==> config.mk <==
export PLATFORM = sky130hd
export DESIGN_NAME = led_module_flat
export DESIGN_NICKNAME = d
export VERILOG_FILES = /design/src/rtl/led_pkg.sv /design/src/rtl/led_if.sv /design/src/rtl/led_tick_gen.sv /design/src/rtl/led_module.sv /design/src/flat_wrapper.sv
export SDC_FILE = /design/constraint.sdc
export NUM_CORES = 1
export LEC_CHECK = 0
export BUFFER_PORTS_ARGS = -buffer_cell sky130_fd_sc_hd__buf_2
export CAP_MARGIN = 20
export CORE_AREA = 2 2 39 41
export DETAILED_ROUTE_END_ITERATION = 7
export DIE_AREA = 0 0 41 43
export GPL_TIMING_DRIVEN = 0
export PLACE_DENSITY = 0.36
export REMOVE_ABC_BUFFERS = 1
export SYNTH_ARGS = -nofsm -noshare
export SYNTH_HDL_FRONTEND = slang
export SYNTH_HIERARCHICAL = 1
export SYNTH_SLANG_ARGS = --single-unit
==> constraint.sdc <==
create_clock -name clk -period 1.6 [get_ports clk]
set_input_delay 0.16 -clock clk [delete_from_list [all_inputs] [get_ports clk]]
set_output_delay 0.16 -clock clk [all_outputs]
set_load 0.05 [all_outputs]
==> src/rtl/led_pkg.sv <==
// ---------------------------------------------------------------------------
// led_pkg
// Shared constants and helpers for the status-LED driver.
//   LED_PAT_MAX      : widest pattern the sequencer can index (bits)
//   LED_*_DEF        : default parameter values used by led_module
//   clog2()          : counter width helper, never returns less than 1 bit
// ---------------------------------------------------------------------------
package led_pkg;

   localparam int                   LED_PAT_MAX      = 32;

   localparam int                   LED_TICK_DIV_DEF = 4;
   localparam int                   LED_PAT_LEN_DEF  = 16;
   localparam logic [LED_PAT_MAX-1:0] LED_PATTERN_DEF = 32'h0000_00FF;
   localparam int                   LED_PWM_BITS_DEF = 2;
   localparam int                   LED_DUTY_DEF     = 4;

   // Width needed to count 0..value-1. A counter that only ever holds 0
   // still gets one bit so that every vector has a legal range.
   function automatic int clog2(input int value);
      int width;
      width = 1;
      while ((1 << width) < value) begin
         width++;
      end
      return width;
   endfunction

endpackage

==> src/rtl/led_if.sv <==
// ---------------------------------------------------------------------------
// led_if
// Carries the LED drive from the driver to the board pin.
//   led    : 1 = lit
// Modports:
//   master : driver side (led_module), drives led
//   slave  : pin / observer side, reads led
// ---------------------------------------------------------------------------
interface led_if;

   logic led;

   modport master (output led);
   modport slave  (input  led);

endinterface

==> src/rtl/led_tick_gen.sv <==
// ---------------------------------------------------------------------------
// led_tick_gen
// Clock prescaler: a counter running 0..TICK_DIV-1 that emits a one-cycle
// strobe on its last count. Also used elsewhere for slow strobes.
// Parameters:
//   TICK_DIV : clock cycles per strobe, >= 1 (1 = strobe every cycle)
// Ports:
//   clk  : clock, rising edge
//   rst  : asynchronous active-low reset
//   tick : combinational strobe, high while the counter sits at TICK_DIV-1
// ---------------------------------------------------------------------------
module led_tick_gen
   import led_pkg::*;
#(
   parameter int TICK_DIV = LED_TICK_DIV_DEF
) (
   input  logic clk,
   input  logic rst,
   output logic tick
);

   generate
      if (TICK_DIV < 1) begin : g_bad_div
         $error("led_tick_gen: TICK_DIV must be at least 1");
      end
   endgenerate

   localparam int                CNT_W    = clog2(TICK_DIV);
   localparam logic [CNT_W-1:0]  CNT_LAST = CNT_W'(TICK_DIV - 1);

   logic [CNT_W-1:0] r_div_cnt;

   // With TICK_DIV=1 CNT_LAST is 0, so the counter stays at 0 and the
   // strobe is held high every cycle.
   always_ff @(posedge clk or negedge rst) begin
      if (!rst) begin
         r_div_cnt <= '0;
      end else if (r_div_cnt == CNT_LAST) begin
         r_div_cnt <= '0;
      end else begin
         r_div_cnt <= r_div_cnt + CNT_W'(1);
      end
   end

   assign tick = (r_div_cnt == CNT_LAST);

endmodule

==> src/rtl/led_module.sv <==
// ---------------------------------------------------------------------------
// led_module
// Autonomous status-LED driver. A prescaler strobe steps an index through a
// fixed on/off pattern; a free-running PWM counter dims the lit steps. The
// pin is driven straight from a flop so it never glitches.
// Parameters:
//   TICK_DIV : clock cycles per pattern step, >= 1
//   PAT_LEN  : pattern length in steps, 1..LED_PAT_MAX
//   PATTERN  : bit i is the on/off value of step i (LSB first)
//   PWM_BITS : PWM counter width, >= 1
//   DUTY     : lit fraction DUTY/2^PWM_BITS, 0..2^PWM_BITS
// Ports:
//   clk  : clock, rising edge
//   rst  : asynchronous active-low reset, release synchronous to clk
//   led  : led_if master, registered LED drive (1 = lit)
// ---------------------------------------------------------------------------
module led_module
   import led_pkg::*;
#(
   parameter int                     TICK_DIV = LED_TICK_DIV_DEF,
   parameter int                     PAT_LEN  = LED_PAT_LEN_DEF,
   parameter logic [LED_PAT_MAX-1:0] PATTERN  = LED_PATTERN_DEF,
   parameter int                     PWM_BITS = LED_PWM_BITS_DEF,
   parameter int                     DUTY     = LED_DUTY_DEF
) (
   input  logic     clk,
   input  logic     rst,
   led_if.master    led
);

   // Reject out-of-range parameters while elaborating.
   generate
      if (PAT_LEN < 1 || PAT_LEN > LED_PAT_MAX) begin : g_bad_len
         $error("led_module: PAT_LEN must be in 1..%0d", LED_PAT_MAX);
      end
      if (PWM_BITS < 1) begin : g_bad_pwm
         $error("led_module: PWM_BITS must be at least 1");
      end
      if (DUTY < 0 || DUTY > (1 << PWM_BITS)) begin : g_bad_duty
         $error("led_module: DUTY must be in 0..2^PWM_BITS");
      end
   endgenerate

   localparam int                  IDX_W    = clog2(PAT_LEN);
   localparam logic [IDX_W-1:0]    IDX_LAST = IDX_W'(PAT_LEN - 1);
   // One bit wider than the PWM counter so that DUTY=2^PWM_BITS compares
   // true for every counter value (fully on).
   localparam logic [PWM_BITS:0]   DUTY_CMP = (PWM_BITS + 1)'(DUTY);

   logic                 w_tick;
   logic [IDX_W-1:0]     r_idx;
   logic [PWM_BITS-1:0]  r_pwm_cnt;
   logic                 r_led;
   logic                 w_pat_bit;
   logic                 w_pwm_on;

   led_tick_gen #(
      .TICK_DIV (TICK_DIV)
   ) u_tick_gen (
      .clk  (clk),
      .rst  (rst),
      .tick (w_tick)
   );

   // Sequencer: one step per prescaler strobe, seamless wrap to step 0.
   always_ff @(posedge clk or negedge rst) begin
      if (!rst) begin
         r_idx <= '0;
      end else if (w_tick) begin
         if (r_idx == IDX_LAST) begin
            r_idx <= '0;
         end else begin
            r_idx <= r_idx + IDX_W'(1);
         end
      end
   end

   // PWM counter free-runs every cycle, unrelated to the step strobe;
   // natural binary overflow gives the modulo-2^PWM_BITS wrap.
   always_ff @(posedge clk or negedge rst) begin
      if (!rst) begin
         r_pwm_cnt <= '0;
      end else begin
         r_pwm_cnt <= r_pwm_cnt + PWM_BITS'(1);
      end
   end

   assign w_pat_bit = PATTERN[r_idx];
   assign w_pwm_on  = ({1'b0, r_pwm_cnt} < DUTY_CMP);

   // Output flop: one cycle behind idx/pwm_cnt, cleared immediately by rst.
   always_ff @(posedge clk or negedge rst) begin
      if (!rst) begin
         r_led <= 1'b0;
      end else begin
         r_led <= w_pat_bit & w_pwm_on;
      end
   end

   assign led.led = r_led;

endmodule

==> src/flat_wrapper.sv <==
// flat-port wrapper written by rule: the top's interface ports become plain ports
module led_module_flat import led_pkg::*;
#(
   parameter int                     TICK_DIV = LED_TICK_DIV_DEF,
   parameter int                     PAT_LEN  = LED_PAT_LEN_DEF,
   parameter logic [LED_PAT_MAX-1:0] PATTERN  = LED_PATTERN_DEF,
   parameter int                     PWM_BITS = LED_PWM_BITS_DEF,
   parameter int                     DUTY     = LED_DUTY_DEF
)
  (clk, rst, led_led);
  led_if led_i ();
  input  logic clk;
  input  logic rst;
  output wire logic [$bits(led_i.led)-1:0] led_led;
  assign led_led = led_i.led;
  led_module #(.TICK_DIV(TICK_DIV), .PAT_LEN(PAT_LEN), .PATTERN(PATTERN), .PWM_BITS(PWM_BITS), .DUTY(DUTY)) u_core (.clk(clk), .rst(rst), .led(led_i));
endmodule
==> results_dict.tcl <==
set metrics [dict create \
    end_kind "flip-flop" \
    crit_start "u_core/u_tick_gen/r_div_cnt[0]$_DFF_PN0_" \
    cts_tree "built" \
    synth.largest_area_cell "dfrtp_1" \
    crit_arrival_ns 1.23 \
    hold_path_class "in2async" \
    worst-setup-path-type "reg2reg" \
    max_stage_delay_ns 0.36 \
    nets 34 \
    yosys_warnings 6 \
    start_util 0.203 \
    die_w_um 41 \
    finalCritPeriodShare 0.681 \
    clk_path_buf_depth 2 \
    grt_antenna_before_repair 0 \
    dieArea_mm2 0.00176 \
    slowest_stage "mux2_2" \
    track_usage 0.0778 \
    synth_cell_types 14 \
    placed_cell_area_um2 310 \
    synthTopCellsByCount "dfrtp_1 (7), ha_1 (2), nand2b_1 (2)" \
    wl_per_cell_um 8.60 \
    p_per_area_mw_per_mm2 980 \
    drc_errors 0 \
    drt_pre_antenna_iters 4 \
    syn_area_per_cell_um2 12.7 \
    cp.depth 2 \
    rsz0062_at_grt "false" \
    status "finished, final reports clean" \
    holdWs_ns 0.272 \
    worstMarginPinSlew_ns 0.246 \
    path_cells "ha_1 > mux2_2" \
    clock_latency_ns 0.25 \
    min_period_ns 1.09 \
    dp.final_hpwl_um 277 \
    drt_iter0_markers 3 \
    synth_area_leaders "dfrtp_1 (63%), ha_1 (8.9%), nand2b_1 (4.5%)" \
    path_max_fanout 7 \
    synth_top_area_frac 0.625 \
    clock_sinks 7 \
    reg2reg_depth 2 \
    seq_area_frac_synth 0.625 \
    core_area_mm2 0.00138 \
    dpl.cell_count 40 \
    setup_violations 0 \
    drive_above_1_share 0.241 \
    route.vias.total 179 \
    synth_most_common_cell "dfrtp_1" \
    grt_pass1_wl_um 745 \
    n_antenna_cell 0 \
    postSynthCellCount 22 \
    vdd_drop_max_mv 0.382 \
    vias_per_cell 3.98 \
    num-fill-cells 153 \
    row_count 14 \
    drt-total-wl_um 387 \
    die_height_um 43 \
    worstPathRequired_ns 1.74 \
    synth_area_um2 280 \
    r2r-start "u_core/u_tick_gen/r_div_cnt[0]$_DFF_PN0_" \
    clk_pin_slew_ns 0.05 \
    crit_family "multiplexers" \
    async_flop_share 1.00 \
    io_pins 3 \
    post-route-cell-area_um2 348 \
    cap_violations 0 \
    path_buf_inv 0 \
    synth-main-ff-cell "dfrtp_1" \
    total_leakage_power_nw 0.168 \
    fin_tns_setup_ns 0 \
    fmax_ghz 0.918 \
    grt_pass1_vias 178 \
    fin_skew_ns 0.00435 \
    cts_max_level 1 \
    p_total_w 0.000341 \
    grt_max_degree 8 \
    critPathLaunchType "flip-flop" \
    grt.overflow.total 0 \
    postCtsSetupBuffers 0 \
    slew_viol_final 0 \
    gp_congestion 0.609 \
    portBuffers 2 \
    ys_seq_elements 7 \
    slew_headroom 0.837 \
    hold_violations 0 \
    synth_edf_count 0 \
    area_delta_synth_final_pct 24.1 \
    cts-root-buf "clkbuf_4" \
    ant_nets 0 \
    final_cells 45 \
    cts-buffers-inserted 3 \
]
-- sequential cells by signal, indices dropped and copies added, names as in the netlist --
signal                       cells
u_core/u_tick_gen/r_div_cnt      2
u_core/led.led                   1
u_core/r_idx                     4
-- report_power, final --
group	leakage (nW)	internal [W]	total [W]	switching, W
clock	0.0177	0.0000913	0.000158	0.0000662
combinational	0.0671	0.00000249	0.00000604	0.00000355
sequential	0.0833	0.000177	0.000177	0
-- per-stage QoR --
| step | worst slack, ns | util |
|---|---|---|
| finish | 0.510 | 0.251 |
| floorplan | 0.557 | - |
| CTS | 0.505 | 0.251 |
| global route | 0.446 | 0.251 |
| detailed placement | 0.513 | 0.224 |
| global placement | 0.503 | 0.224 |
-- cells by family after synthesis --
group	share of synthesized area
and+or+nand+nor	0.134
DFF	0.625
AOI/OAI and AO/OA	0.0669
adders and majority gates	0.0893
xor gates and xnor gates	0.0313
buffers and inverters	0.0134
muxes	0.0402
-- layout by cell type (no fill, tap or decap), drive strengths merged, types with 2 or more instances in the layout --
cell type	n
dfrtp	7
clkbuf	3
buf	2
nand2b	2
ha	2
-- layer usage --
layer	track usage	part of all wire	up-vias	routed length (µm)
met5	0	0	-	0
met4	0.100	0.031	0	12
met3	0.0785	0.062	2	24
met2	0.0750	0.44	3	170
met1	0.0754	0.47	83	180
li1	-	-	91	-
-- cell type report --
class | instances | area [µm²] | area share
flip-flops and latches | 7 | 175 | 0.504
multi-input cells | 14 | 101 | 0.291
clock buffers | 3 | 22.5 | 0.0647
repair buffers | 3 | 20.0 | 0.0576
well taps | 16 | 20.0 | 0.0576
clock inverters | 1 | 5.00 | 0.0144
inverters | 1 | 3.75 | 0.0108
-- what timing repair did --
action | in CTS | in global routing
hold buffers | 1 | 0
hold endpoints to repair | 7 | 0
resized for setup | 0 | 0
-- final timing paths --
kind                                                       endpoint  slack [ns]
min in group clk           u_core/u_tick_gen/r_div_cnt[0]$_DFF_PN0_        0.42
min reg2reg                u_core/u_tick_gen/r_div_cnt[0]$_DFF_PN0_        0.42
max in group asynchronous               u_core/r_idx[2]$_DFFE_PN0P_        1.17
max                                     u_core/r_idx[1]$_DFFE_PN0P_        0.51
max reg2reg                             u_core/r_idx[1]$_DFFE_PN0P_        0.51
min                                     u_core/r_idx[3]$_DFFE_PN0P_        0.27
No activity file was read; power rests on OpenSTA's default activity.
